$ cat src/rtl/i2c_target_pkg.sv
// Shared types and constants for the I2C target blocks.
package i2c_target_pkg;

    typedef enum logic [4:0] {
        IDLE     = 5'd0,
        ADDR     = 5'd1,
        ADDR_ACK = 5'd2,
        WR_DATA  = 5'd3,
        WR_ACK   = 5'd4,
        RD_DATA  = 5'd5,
        RD_ACK   = 5'd6,
        IGNORE   = 5'd7
    } state_t;

    localparam logic I2C_ACK  = 1'b0;
    localparam logic I2C_NACK = 1'b1;
    localparam int   ADDR_W   = 5;
    localparam int   BYTE_W   = 8;

endpackage

$ cat src/rtl/i2c_line_sync.sv
// Synchronizes SCL/SDA into the clk domain and flags line edges and START/STOP.
module i2c_line_sync #(
    parameter int SYNC_STAGES = 2
) (
    input  logic clk,
    input  logic reset,
    input  logic scl_in,
    input  logic sda_in,
    output logic scl,
    output logic sda,
    output logic scl_rise,
    output logic scl_fall,
    output logic start_det,
    output logic stop_det
);

    logic [SYNC_STAGES-1:0] scl_sync;
    logic [SYNC_STAGES-1:0] sda_sync;
    logic                   scl_q;
    logic                   sda_q;

    // Synchronizer chains plus one extra stage for edge detection; idle lines are high.
    always_ff @(posedge clk or negedge reset) begin
        if (!reset) begin
            scl_sync <= '1;
            sda_sync <= '1;
            scl_q    <= 1'b1;
            sda_q    <= 1'b1;
        end else begin
            scl_sync <= {scl_sync[SYNC_STAGES-2:0], scl_in};
            sda_sync <= {sda_sync[SYNC_STAGES-2:0], sda_in};
            scl_q    <= scl_sync[SYNC_STAGES-1];
            sda_q    <= sda_sync[SYNC_STAGES-1];
        end
    end

    assign scl       = scl_sync[SYNC_STAGES-1];
    assign sda       = sda_sync[SYNC_STAGES-1];
    assign scl_rise  = scl & ~scl_q;
    assign scl_fall  = ~scl & scl_q;
    assign start_det = scl & scl_q & sda_q & ~sda;
    assign stop_det  = scl & scl_q & ~sda_q & sda;

endmodule

$ cat src/rtl/i2c_target_memory.sv
// I2C target with a small register memory: address match, byte writes, burst reads.
module i2c_target_memory
    import i2c_target_pkg::*;
#(
    parameter logic [1:0] DEV_ID      = 2'd1,
    parameter int         MEM_DEPTH   = 32,
    parameter int         DATA_WIDTH  = 8,
    parameter int         SYNC_STAGES = 2
) (
    input  logic              clk,
    input  logic              reset,
    input  logic              scl_in,
    input  logic              sda_in,
    output logic              sda_oe,
    output logic              busy,
    output logic              wr_valid,
    output logic [ADDR_W-1:0] wr_addr,
    output logic [BYTE_W-1:0] wr_data,
    output logic [4:0]        state
);

    logic scl, sda, scl_rise, scl_fall, start_det, stop_det;

    i2c_line_sync #(.SYNC_STAGES(SYNC_STAGES)) u_sync (
        .clk       (clk),
        .reset     (reset),
        .scl_in    (scl_in),
        .sda_in    (sda_in),
        .scl       (scl),
        .sda       (sda),
        .scl_rise  (scl_rise),
        .scl_fall  (scl_fall),
        .start_det (start_det),
        .stop_det  (stop_det)
    );

    state_t                  st, st_next;
    logic [3:0]              bit_cnt, bit_cnt_next;
    logic [DATA_WIDTH-1:0]   shreg, shreg_next;
    logic [ADDR_W-1:0]       addr, addr_next, rd_addr;
    logic                    rw, rw_next;
    logic                    ack_phase, ack_phase_next;
    logic                    sda_oe_next, busy_next, wr_valid_next;
    logic [ADDR_W-1:0]       wr_addr_next;
    logic [BYTE_W-1:0]       wr_data_next;
    logic                    mem_we;
    logic [DATA_WIDTH-1:0]   mem [MEM_DEPTH];
    logic [DATA_WIDTH-1:0]   rd_data;

    // The read port looks one address ahead while waiting for the master's read ACK.
    assign rd_addr = (st == RD_ACK) ? ADDR_W'(addr + 1'b1) : addr;
    assign rd_data = mem[rd_addr];
    assign state   = st;

    // Memory array: cleared on reset, written only when a received byte is committed.
    always_ff @(posedge clk or negedge reset) begin
        if (!reset) begin
            for (int i = 0; i < MEM_DEPTH; i++) mem[i] <= '0;
        end else if (mem_we) begin
            mem[addr] <= shreg;
        end
    end

    // State and datapath registers.
    always_ff @(posedge clk or negedge reset) begin
        if (!reset) begin
            st        <= IDLE;
            bit_cnt   <= '0;
            shreg     <= '0;
            addr      <= '0;
            rw        <= 1'b0;
            ack_phase <= 1'b0;
            sda_oe    <= 1'b0;
            busy      <= 1'b0;
            wr_valid  <= 1'b0;
            wr_addr   <= '0;
            wr_data   <= '0;
        end else begin
            st        <= st_next;
            bit_cnt   <= bit_cnt_next;
            shreg     <= shreg_next;
            addr      <= addr_next;
            rw        <= rw_next;
            ack_phase <= ack_phase_next;
            sda_oe    <= sda_oe_next;
            busy      <= busy_next;
            wr_valid  <= wr_valid_next;
            wr_addr   <= wr_addr_next;
            wr_data   <= wr_data_next;
        end
    end

    // Next-state logic; STOP outranks START, both outrank any bit-level activity.
    always_comb begin
        st_next        = st;
        bit_cnt_next   = bit_cnt;
        shreg_next     = shreg;
        addr_next      = addr;
        rw_next        = rw;
        ack_phase_next = ack_phase;
        sda_oe_next    = sda_oe;
        busy_next      = busy;
        wr_valid_next  = 1'b0;
        wr_addr_next   = wr_addr;
        wr_data_next   = wr_data;
        mem_we         = 1'b0;

        if (stop_det) begin
            st_next      = IDLE;
            bit_cnt_next = '0;
            sda_oe_next  = 1'b0;
            busy_next    = 1'b0;
        end else if (start_det) begin
            st_next      = ADDR;
            bit_cnt_next = '0;
            sda_oe_next  = 1'b0;
            busy_next    = 1'b0;
        end else begin
            case (st)
                IDLE: ;
                ADDR: begin
                    if (scl_rise) begin
                        shreg_next   = {shreg[DATA_WIDTH-2:0], sda};
                        bit_cnt_next = bit_cnt + 4'd1;
                        if (bit_cnt == 4'd7) begin
                            if (shreg[6:5] == DEV_ID) begin
                                addr_next      = shreg[4:0];
                                rw_next        = sda;
                                ack_phase_next = 1'b0;
                                busy_next      = 1'b1;
                                st_next        = ADDR_ACK;
                            end else begin
                                st_next = IGNORE;
                            end
                        end
                    end
                end
                ADDR_ACK: begin
                    if (scl_fall) begin
                        if (!ack_phase) begin
                            sda_oe_next    = ~I2C_ACK;
                            ack_phase_next = 1'b1;
                        end else if (!rw) begin
                            sda_oe_next  = 1'b0;
                            bit_cnt_next = '0;
                            st_next      = WR_DATA;
                        end else begin
                            sda_oe_next  = ~rd_data[DATA_WIDTH-1];
                            shreg_next   = {rd_data[DATA_WIDTH-2:0], 1'b0};
                            bit_cnt_next = 4'd1;
                            st_next      = RD_DATA;
                        end
                    end
                end
                WR_DATA: begin
                    if (scl_rise && bit_cnt < 4'd8) begin
                        shreg_next   = {shreg[DATA_WIDTH-2:0], sda};
                        bit_cnt_next = bit_cnt + 4'd1;
                    end else if (scl_fall && bit_cnt == 4'd8) begin
                        mem_we        = 1'b1;
                        wr_valid_next = 1'b1;
                        wr_addr_next  = addr;
                        wr_data_next  = shreg;
                        sda_oe_next   = ~I2C_ACK;
                        addr_next     = ADDR_W'(addr + 1'b1);
                        st_next       = WR_ACK;
                    end
                end
                WR_ACK: begin
                    if (scl_fall) begin
                        sda_oe_next  = 1'b0;
                        bit_cnt_next = '0;
                        st_next      = WR_DATA;
                    end
                end
                RD_DATA: begin
                    if (scl_fall) begin
                        if (bit_cnt == 4'd8) begin
                            sda_oe_next = 1'b0;
                            st_next     = RD_ACK;
                        end else begin
                            sda_oe_next  = ~shreg[DATA_WIDTH-1];
                            shreg_next   = {shreg[DATA_WIDTH-2:0], 1'b0};
                            bit_cnt_next = bit_cnt + 4'd1;
                        end
                    end
                end
                RD_ACK: begin
                    if (scl_rise) begin
                        if (sda == I2C_NACK) begin
                            busy_next = 1'b0;
                            st_next   = IGNORE;
                        end else begin
                            addr_next    = rd_addr;
                            shreg_next   = rd_data;
                            bit_cnt_next = '0;
                            st_next      = RD_DATA;
                        end
                    end
                end
                IGNORE: sda_oe_next = 1'b0;
                default: st_next = IDLE;
            endcase
        end
    end

endmodule

$ cat config.mk
export PLATFORM = sky130hd
export DESIGN_NAME = i2c_target_memory
export DESIGN_NICKNAME = d
export VERILOG_FILES = /design/src/rtl/i2c_target_pkg.sv /design/src/rtl/i2c_line_sync.sv /design/src/rtl/i2c_target_memory.sv
export SDC_FILE = /design/constraint.sdc
export NUM_CORES = 1
export LEC_CHECK = 0
export ABC_CLOCK_PERIOD_IN_PS = 8550
export CAP_MARGIN = 20
export CORE_UTILIZATION = 60
export DETAILED_ROUTE_END_ITERATION = 8
export PLACE_DENSITY = 0.77
export SLEW_MARGIN = 20
export SYNTH_ARGS = -nofsm -noshare
export SYNTH_HDL_FRONTEND = slang
export SYNTH_SLANG_ARGS = --single-unit
export TNS_END_PERCENT = 50
$ cat constraint.sdc
create_clock -name clk -period 8.55 [get_ports clk]
set_input_delay 2.1375 -clock clk [delete_from_list [all_inputs] [get_ports clk]]
set_output_delay 2.1375 -clock clk [all_outputs]
set_load 0.05 [all_outputs]
# Yosys cells after proc, flatten, opt, wreduce, memory -nomap -nowiden
# Index checks and enable logic that the tools add are counted.
# Widths: inputs -> output; s select.
[word_totals] regBits=302 input_bits=4 word_cells=213
[op_classes] n_addsub=2 order_cmp=4 eq_ne=39 muxes=83 bitwise=18 reduce_logical=20
[op_table] operator="$bwmux 256" count=1
[op_table] operator="$mux 5" count=20
[op_table] operator="$mux 8" count=12
[op_table] operator="$ne 4x4->1 const B" count=14
[op_table] operator="$mux 4" count=11
[op_table] operator="$bmux 8 s5" count=1
[op_table] operator="$demux 8 s5" count=1
[op_table] operator="$pmux 8 s5" count=1
[op_table] operator="$pmux 5 s7" count=1
[op_table] operator="$mux 1" count=27
[op_table] operator="$ne 2x2->1 const B" count=13
[op_table] operator="$pmux 4 s6" count=1
[op_table] operator="$eq 5x3->1 const B" count=4
[op_table] operator="$reduce_and 10->1" count=2
[op_table] operator="$reduce_and 6->1" count=3
[op_table] operator="$pmux 5 s3" count=1
[op_table] operator="$ge 6x6->1 const B" count=2
[op_table] operator="$not 5->6" count=2
[op_table] operator="$reduce_and 12->1" count=1
[op_table] operator="$reduce_and 11->1" count=1
[op_table] operator="$eq 5x2->1 const B" count=2
[op_table] operator="$not 1->1" count=9
[op_table] operator="$reduce_bool 8->1" count=1
[op_table] operator="$and 1x1->1" count=7
[op_table] operator="other kinds (24)" count=28

# Logic depth before layout (Yosys ltp)
# Gate-level depths: netlist of run 1.
[logic_depth] depth_word=13 mapped_depth=15

# Hierarchy
# A second synthesis of run 1 with hierarchy kept.
[unflattened] hier_cells=1204 area_unflattened_um2=14754.2
[by_module_without_submodules] mod="i2c_target_memory" instances=1 cells_per_inst=1194 area_each_um2=14564.0 seq_area_each_um2=7357.1
[by_module_without_submodules] mod="i2c_line_sync" instances=1 cells_per_inst=10 area_each_um2=190.2 seq_area_each_um2=157.7

# Worst setup path before layout of run 1
# Ideal clock, no wire load.
[synth_path] kind="reg2reg" start="register st[2] (netlist: state[2])" end="register shreg[3]" arrival_ps=3485 slack_ps=4955 stages_incl_launch_ff=16 n_path_buf=5 period_less_slack_ps=3595 path_cell_list="dfrtp_1 > buf_4 > nand3b_4 > inv_1 > buf_1 > ha_1 > clkbuf_1 > inv_2 > clkbuf_1 > clkbuf_1 > nor2_1 > a32oi_1 > a22oi_1 > nand4_1 > nor2_1 > o41ai_1"
[synth_via] elab_chain_cells=10 word_cells_on_any_way=27
[synth_lines] item="from (decl)" line="i2c_target_memory.sv:37" rtl="state_t st, st_next;"
[synth_lines] item="from (signal assigned)" line="i2c_target_memory.sv:79" rtl="st <= st_next;"
[synth_lines] item="$eq 5x3->1" line="i2c_target_memory.sv:51, i2c_target_memory.sv:119"
[synth_lines] item="$mux 5" line="i2c_target_memory.sv:51" rtl="assign rd_addr = (st == RD_ACK) ? ADDR_W'(addr + 1'b1) : addr;"
[synth_lines] item="$not 5->6 (implied by the code)" line="i2c_target_memory.sv:52" rtl="assign rd_data = mem[rd_addr];"
[synth_lines] item="$bmux 8 s5" line="i2c_target_memory.sv:52"
[synth_lines] item="$mux 8 (implied by the code) (2 in a row)" line="i2c_target_memory.sv:52"
[synth_lines] item="$mux 8" line="i2c_target_memory.sv:143" rtl="end else if (!rw) begin"
[synth_lines] item="$mux 8" line="i2c_target_memory.sv:140" rtl="if (!ack_phase) begin"
[synth_lines] item="$mux 8" line="i2c_target_memory.sv:139" rtl="if (scl_fall) begin"
[synth_lines] item="$pmux 8 s5" line="i2c_target_memory.sv:119" rtl="case (st)"
[synth_lines] item="to (signal assigned)" line="i2c_target_memory.sv:81" rtl="shreg <= shreg_next;"
[synth_lines] item="to (decl)" line="i2c_target_memory.sv:39" rtl="logic [DATA_WIDTH-1:0] shreg, shreg_next;"
# Several ways; a longest one is shown, not always the timed one. The select of a mux whose other input is x is not followed.
# A chain may end at the register's enable or synchronous reset.

# Final worst setup path of run 1
[layout_path] start="register st[1] (netlist: state[1])" end="register shreg[6]"
# The elaborated chain is that of the path after synthesis.

==> results by group, run 1 <==
Outcome
  – Status: completed

Floorplanning
  – Die span in y: ~160 um
  – Die area: ~25000 um^2
  – Die X: 159 um
  – Initial core utilization: 60.9%
  – Site Rows: 57
  – IO Count: 25
  – Core footprint: between 20000 and 25000 um^2

Timing
  – Worst-Margin Slew: roughly 1.1 ns
  – Crit share post-route: 57.5%
  – FMAX: between 0.2 and 0.25 GHz
  – # setup viols final: 0
  – Crit path time final: approximately 5 ns
  – Hold Violations, Final: 0
  – Setup Skew: 0.0114 ns
  – RSZ-0062 raised after global routing: no
  – Slew margin rel.: a little over a quarter
  – Max Slew Vio Count: 0
  – Final setup TNS: 0 ns

Routing
  – Total wire length: 39.1 mm
  – TritonRoute pass-1 iters: 5
  – Vias per inst: 6.63
  – Via count: roughly 10000
  – Starting DRT DRC Count: ~1100
  – Mean routed wirelength per cell: ~25 um
  – Detail Route Antenna Nets: 0
  – DRC: 0

Placement
  – HPWL after detailed placement: 24.8 mm
  – Gpl congestion: around 0.95
  – PortBufs: 22
  – Placed cell count: around 1500
  – Placed Area: between 15000 and 20000 um^2

Yosys
  – Synth area leader: dfrtp_1
  – Synth Area per Inst: about 12 um^2
  – Top-area cell type share of the netlist area: roughly half
  – Most instantiated cells after synthesis: 294 x dfrtp_1, 280 x mux2_2, 118 x nand2_1, 56 x clkbuf_1, 43 x nor2_1
  – Number of flops mapped to enable cells by yosys: 0
  – Synth unique cells: 71
  – Yosys reg bits: 300
  – Async set-reset flop share out of synthesis: 100%
  – Top FF cell, synth: dfrtp_1
  – Synth Cell Area: 14800 um^2
  – Most frequent cell after synthesis: dfrtp_1
  – Yosys warns: 0
  – Sequential share of the synthesized area: 50.9%
  – Mapped Cells: 1231
  – Ranking of synthesized cells by area: dfrtp_1 50%, mux2_2 21%, nand2_1 3.0%

Power and ir drop
  – VDD IR-drop max: about 0.19 mV
  – Leak: 7.42 nW
  – Switching pwr: around 1.9 mW
  – Power after layout: roughly 4.7 mW
  – Pwr dens: about 290 nW/um^2
  – Power share of the sequential group: 35.0%
  – Clock network power share: 28.6%
  – Pint: 2.76 mW
  – Combinational Power Share: a little over a third
  – Sw Share: around 41%

Global route
  – Largest net degree at the start of global routing: around 190
  – First-pass GRT wire length: 62.2 mm
  – Initial antenna violation count: 0
  – Total congestion overflow: 0
  – GRT Total Usage: about a third
  – Vias in the first global route: ~10000

Clock tree
  – Longest Clk Path Bufs: 3
  – CTS buffer count: 31
  – Clk slew on worst S/H paths: 0.06 ns
  – Postcts setup bufs: 0
  – PostCTS Resize Cnt: 0
  – CTS tree: yes
  – H-tree depth: 1
  – Hold Buf Count CTS: 0
  – Clock sinks: 300
  – Clk_lat worst skew: between 0.5 and 0.6 ns
  – Clk root buf: clkbuf_16

Layout
  – Fraction of final layout cells sized beyond drive strength 1: approximately a third
  – Post-route cell area: roughly 16000 um^2
  – Filler cell count: ~1800
  – Syn-to-layout area delta: 9.48%
  – Fin cells: 1562
  – Nets@finish: about 1200
  – Final core utilization: between 60 and 70%

Setup path
  – Reg2reg setup slack: roughly 3.6 ns
  – Crit path buf inv count: 3
  – Crit path kind: reg2reg
  – Critical path required time: 9.01 ns
  – Critical-path top delay cell: dfrtp_1
  – Max incr delay on CP: about 0.81 ns
  – CP Launch Type: register
  – Crit end category: register
  – Worst EP arrival: roughly 5.4 ns
  – Crit Path Max Fanout: 33
  – CP delay by family, top: buffers and inverters
  – CP cell instances: nand3b_4 > inv_1 > ha_1 > buf_4 > inv_2 > nor2_2 > a221oi_1 > o22ai_1 > nand4_1 > nor2_1 > o41ai_2

Flow run
  – # Max-Cap Violations: 0

Hold path
  – Hold Crit Class: reg2reg
[power groups by stage]
stage	logic (mW)	clock network [mW]	registers (mW)
after floorplan	1.19	0	1.59
after global placement	1.62	0	1.65
after detailed placement	1.64	0	1.65
after CTS	1.64	1.34	1.62
after global routing	1.79	1.40	1.64
final	1.69	1.33	1.63
[cell families (layout without fill, tap and decap cells)]
family,after synthesis,count (layout),synth area share (%)
flip-flops,300,300,50.9
AO/OA/AOI/OAI,163,163,7.73
adder cells (fa/ha/maj),7,7,0.593
other,1,3,0.0254
multiplexers,337,337,26.7
AND/OR/NAND/NOR,321,321,10.8
XOR/XNOR,3,3,0.229
buffers and inverters,99,104,3.01
[flip-flops by register name (all words and copies together) (netlist names)]
| signal | cells |
|---|---|
| u_sync.scl_sync | 2 |
| state | 3 |
| u_sync.sda_sync | 2 |
| ack_phase | 1 |
| mem | 256 |
| wr_valid | 1 |
| shreg | 8 |
| bit_cnt | 4 |
| busy | 1 |
| wr_data | 8 |
| u_sync.scl_q | 1 |
| rw | 1 |
| wr_addr | 5 |
| addr | 5 |
| u_sync.sda_q | 1 |
| sda_oe | 1 |
[final timing paths]
kind                            cells past startpoint            endpoint                from
max in group asynchronous                           2            mem[239]               reset
worst max register to register                     11            shreg[6]            state[1]
worst max-delay path                               11            shreg[6]            state[1]
min in group asynchronous                           1          bit_cnt[3]               reset
worst min register to register                      0  u_sync.sda_sync[1]  u_sync.sda_sync[0]
worst min-delay path                                0  u_sync.sda_sync[1]  u_sync.sda_sync[0]
[final cells by class]
| class | count | area [um^2] | share of cell area [%] |
|---|---|---|---|
| inverters | 10 | 37.5 | 0.232 |
| clock inverters | 11 | 109 | 0.673 |
| multi-input cells | 833 | 6860 | 42.4 |
| flip-flops and latches | 300 | 7510 | 46.5 |
| clock buffers | 44 | 885 | 5.47 |
| well taps | 324 | 405 | 2.51 |
| repair buffers | 39 | 365 | 2.26 |
| diodes | 1 | 2.50 | 0.0155 |
[metal layers]
layer  GRT usage [%]  vias to the layer above  share of wire, %
li1                -                     4452                 -
met1            45.7                     5324                43
met2            48.6                      482                46
met3            6.51                       96               8.4
met4            10.8                        0               3.5
met5               0                        -                 0
[layout by cell type (no fill, tap or decap), types with 21 or more instances in the layout]
cell type        count
a21oi_1             25
clkbuf_16           31
nor2_1              43
nor2_2              34
clkdlybuf4s50_1     21
o21ai_0             33
mux2i_1             39
nand3_1             38
mux2_2             280
dfrtp_1            294
nand2_1            118
[per-stage QoR]
stage          hold WS (ns)  setup slack (ns)
5_1_grt               0.359              3.48
4_1_cts               0.351              3.80
2_1_floorplan         0.345              4.96
3_5_place_dp          0.348              3.81
3_3_place_gp          0.348              3.84
6_report              0.349              3.64
Power figures use the tool's default switching activity.
==> inputs of run 2 (changes only) <==
--- a/config.mk
+++ b/config.mk
@@ -5,7 +5,7 @@
 export SDC_FILE = /design/constraint.sdc
 export NUM_CORES = 1
 export LEC_CHECK = 0
-export ABC_CLOCK_PERIOD_IN_PS = 8550
+export ABC_CLOCK_PERIOD_IN_PS = 5100
 export CAP_MARGIN = 20
 export CORE_UTILIZATION = 60
 export DETAILED_ROUTE_END_ITERATION = 8
==> constraint.sdc (replaced) <==
create_clock -name clk -period 5.1 [get_ports clk]
set_input_delay 1.275 -clock clk [delete_from_list [all_inputs] [get_ports clk]]
set_output_delay 1.275 -clock clk [all_outputs]
set_load 0.05 [all_outputs]
==> results by group, run 2 (synthesis gave the netlist of run 1 again) <==
Layout
  – Post-route cell area: 16500 um^2 (+1.7%)
  – Filler cell count: 1774 (+0.17%)
  – FF+latch area: 7520 um^2 (about the same)
  – Biggest register: mem
  – Fraction of final layout cells sized beyond drive strength 1: 34.9% (+0.92 points)
  – Antenna diode count: 0 (-1)
  – Area of the multi-input gates: 6860 um^2 (unchanged)
  – Max reg flops: 256 (unchanged)
  – Nets@finish: 1239 (+1.1%)
  – Most frequent cells in the layout: 292 x dfrtp_1, 280 x mux2_2, 118 x nand2_1
  – Most common cell after layout, fill and taps aside: dfrtp_1
  – Syn-to-layout area delta: 11.3%
  – Top Registers: mem: 256 flops, shreg: 8 flops, wr_data: 8 flops

Setup path
  – Crit end category: register
  – R2R Path End: shreg[5]
  – Reg2Reg Launch Point: state[1]
  – R2r worst-path depth: 11 (unchanged)
  – Worst EP arrival: 4.43 ns (-0.94 ns)
  – Reg2reg setup slack: 1.10 ns (-2.54 ns)
  – CP Launch Type: register
  – Crit path kind: reg2reg
  – Critical path required time: 5.53 ns (-3.48 ns)
  – Crit Path Max Fanout: 28 (-15%)

Power and ir drop
  – Power after layout: 8.22 mW (+77%)
  – VDD IR-drop max: 0.437 mV (+130%)
  – Pint: 4.98 mW (+80%)
  – Power share of the sequential group: 32.9% (-2.1 points)
  – Pwr dens: 500 nW/um^2 (+74%)
  – Combinational Power Share: 36.3% (about the same)
  – Clock network power share: 30.8% (+2.2 points)
  – Leak: 7.54 nW (+1.7%)
  – Sw Share: 39.4% (-1.3 points)
  – Switching pwr: 3.24 mW (+71%)

Timing
  – Final setup TNS: 0 ns (unchanged)
  – Slew margin rel.: 33.2% (+6.6 points)
  – Crit share post-route: 78.4% (+21 points)
  – # setup viols final: 0 (unchanged)
  – RSZ-0062 raised after global routing: no
  – Hold Violations, Final: 0 (unchanged)
  – FMAX: 0.250 GHz (+23%)
  – Crit path time final: 4.00 ns (-0.914 ns)
  – Setup Skew: 0.0230 ns (+0.0116 ns)
  – WHS: 0.354 ns (+0.00479 ns)
  – Max Slew Vio Count: 0 (unchanged)
  – Worst-Margin Slew: 0.992 ns (-0.109 ns)
  – Final worst setup slack: 1.10 ns (-2.54 ns)

Clock tree
  – CTS buffer count: 31 (unchanged)
  – CTS tree: yes
  – Clk_lat worst skew: 0.57 ns (about the same)
  – Clk slew on worst S/H paths: 0.06 ns (about the same)
  – Postcts setup bufs: 0 (unchanged)
  – H-tree depth: 1 (unchanged)
  – PostCTS Resize Cnt: 0 (unchanged)
  – Longest Clk Path Bufs: 3 (unchanged)
  – Clock sinks: 300 (unchanged)
  – Clk root buf: clkbuf_16
  – Hold Buf Count CTS: 0 (unchanged)

Placement
  – Gpl congestion: 0.971 (+2.2%)
  – HPWL after detailed placement: 25.3 mm (+1.9%)
  – Post-Place Worst Slack: 1.19 ns (-2.61 ns)
  – Placed Area: 15300 um^2 (+0.82%)
  – PortBufs: 22 (unchanged)

Global route
  – Total congestion overflow: 0 (unchanged)
  – First-pass GRT wire length: 62.7 mm (+0.74%)
  – Initial antenna violation count: 0 (unchanged)
  – GRT Total Usage: 32.0% (+0.19 points)
  – Vias in the first global route: 10600 (+1.9%)
  – Largest net degree at the start of global routing: 101 (-47%)

Floorplanning
  – IO Count: 25 (unchanged)
  – Initial core utilization: 60.9% (unchanged)
  – Die area: 25300 um^2 (unchanged)
  – Die span in y: 159 um (unchanged)
  – Site Rows: 57 (unchanged)
  – Die X: 159 um (unchanged)
  – Core footprint: 24200 um^2 (unchanged)

Routing
  – TritonRoute pass-1 iters: 6 (+1)
  – DRC: 0 (unchanged)
  – Vias per inst: 6.57 (-0.90%)
  – Detail Route Antenna Nets: 0 (unchanged)
  – Total wire length: 39.3 mm (+0.57%)
  – Mean routed wirelength per cell: 24.9 um (-0.39%)
  – Starting DRT DRC Count: 1086 (-1.9%)
  – Via count: 10400 (+0.048%)

Hold path
  – Hold Path Stages: 0 (unchanged)
  – Hold worst-path end: u_sync.scl_sync[1]
  – Worst Hold Launch: u_sync.scl_sync[0]
  – Hold Crit Class: reg2reg

Outcome
  – Status: completed

Flow run
  – # Max-Cap Violations: 0 (unchanged)
-- run 2: cell count changes in the layout (fill, tap and decap cells not counted) --
| cell | delta |
|---|---|
| buf_12 | +2 |
| buf_4 | +11 |
| bufinv_16 | +6 |
| clkbuf_1 | +1 |
| clkbuf_8 | -2 |
| clkinv_2 | -4 |
| clkinvlp_4 | +2 |
| dfrtp_1 | -2 |
| dfrtp_2 | +2 |
| diode_2 | -1 |
-- run 2: critical path, cell delays in order, from the launching register on --
cell	delay, ns
dfrtp_1	0.32
buf_4	0.24
nand3b_4	0.33
inv_1	0.54
ha_1	0.36
inv_2	0.35
buf_4	0.28
mux4_2	0.53
o2111ai_1	0.23
nand4_1	0.23
a221oi_1	0.33
a21oi_1	0.12
-- run 2: power groups by stage --
| stage | Combinational [mW] | Sequential (mW) | Clock [mW] |
|---|---|---|---|
| global placement | 2.88 | 2.73 | 0 |
| finish | 2.98 | 2.71 | 2.53 |
| detailed placement | 2.90 | 2.74 | 0 |
| CTS | 2.91 | 2.69 | 2.55 |
| floorplan | 1.99 | 2.66 | 0 |
| global route | 3.15 | 2.72 | 2.64 |
-- run 2: routing by layer --
metal	routed length (um)	up-vias	global-route usage (%)
met2	17900	483	49.6
met5	0	-	0
met3	3240	99	5.81
li1	-	4455	-
met4	1320	0	10.8
met1	16800	5322	45.9
-- run 2: final cells by class --
cell class              instances  area share, %
repair buffers                 52           2.97
well taps                     324           2.46
inverters                      10          0.228
multi-input cells             833           41.7
flip-flops and latches        300           45.7
clock buffers                  43           5.23
clock inverters                15           1.73
-- run 2: how the worst max path moves through the flow --
| stage | depth (start not counted) | end | from |
|---|---|---|---|
| after global placement | 11 | shreg[5] | state[1] |
| after global routing | 11 | shreg[5] | state[1] |
| after CTS | 11 | shreg[5] | state[1] |
| after detailed placement | 11 | shreg[5] | state[1] |
| after floorplan | 15 | shreg[3] | state[2] |
| final | 11 | shreg[5] | state[1] |
-- run 2: stage by stage --
step	utilization, %	cells
3_5_place_dp	63.1	1519
6_report	67.8	1577
2_1_floorplan	-	1232
4_1_cts	67.8	1577
5_1_grt	67.8	1577
3_3_place_gp	63.1	1519
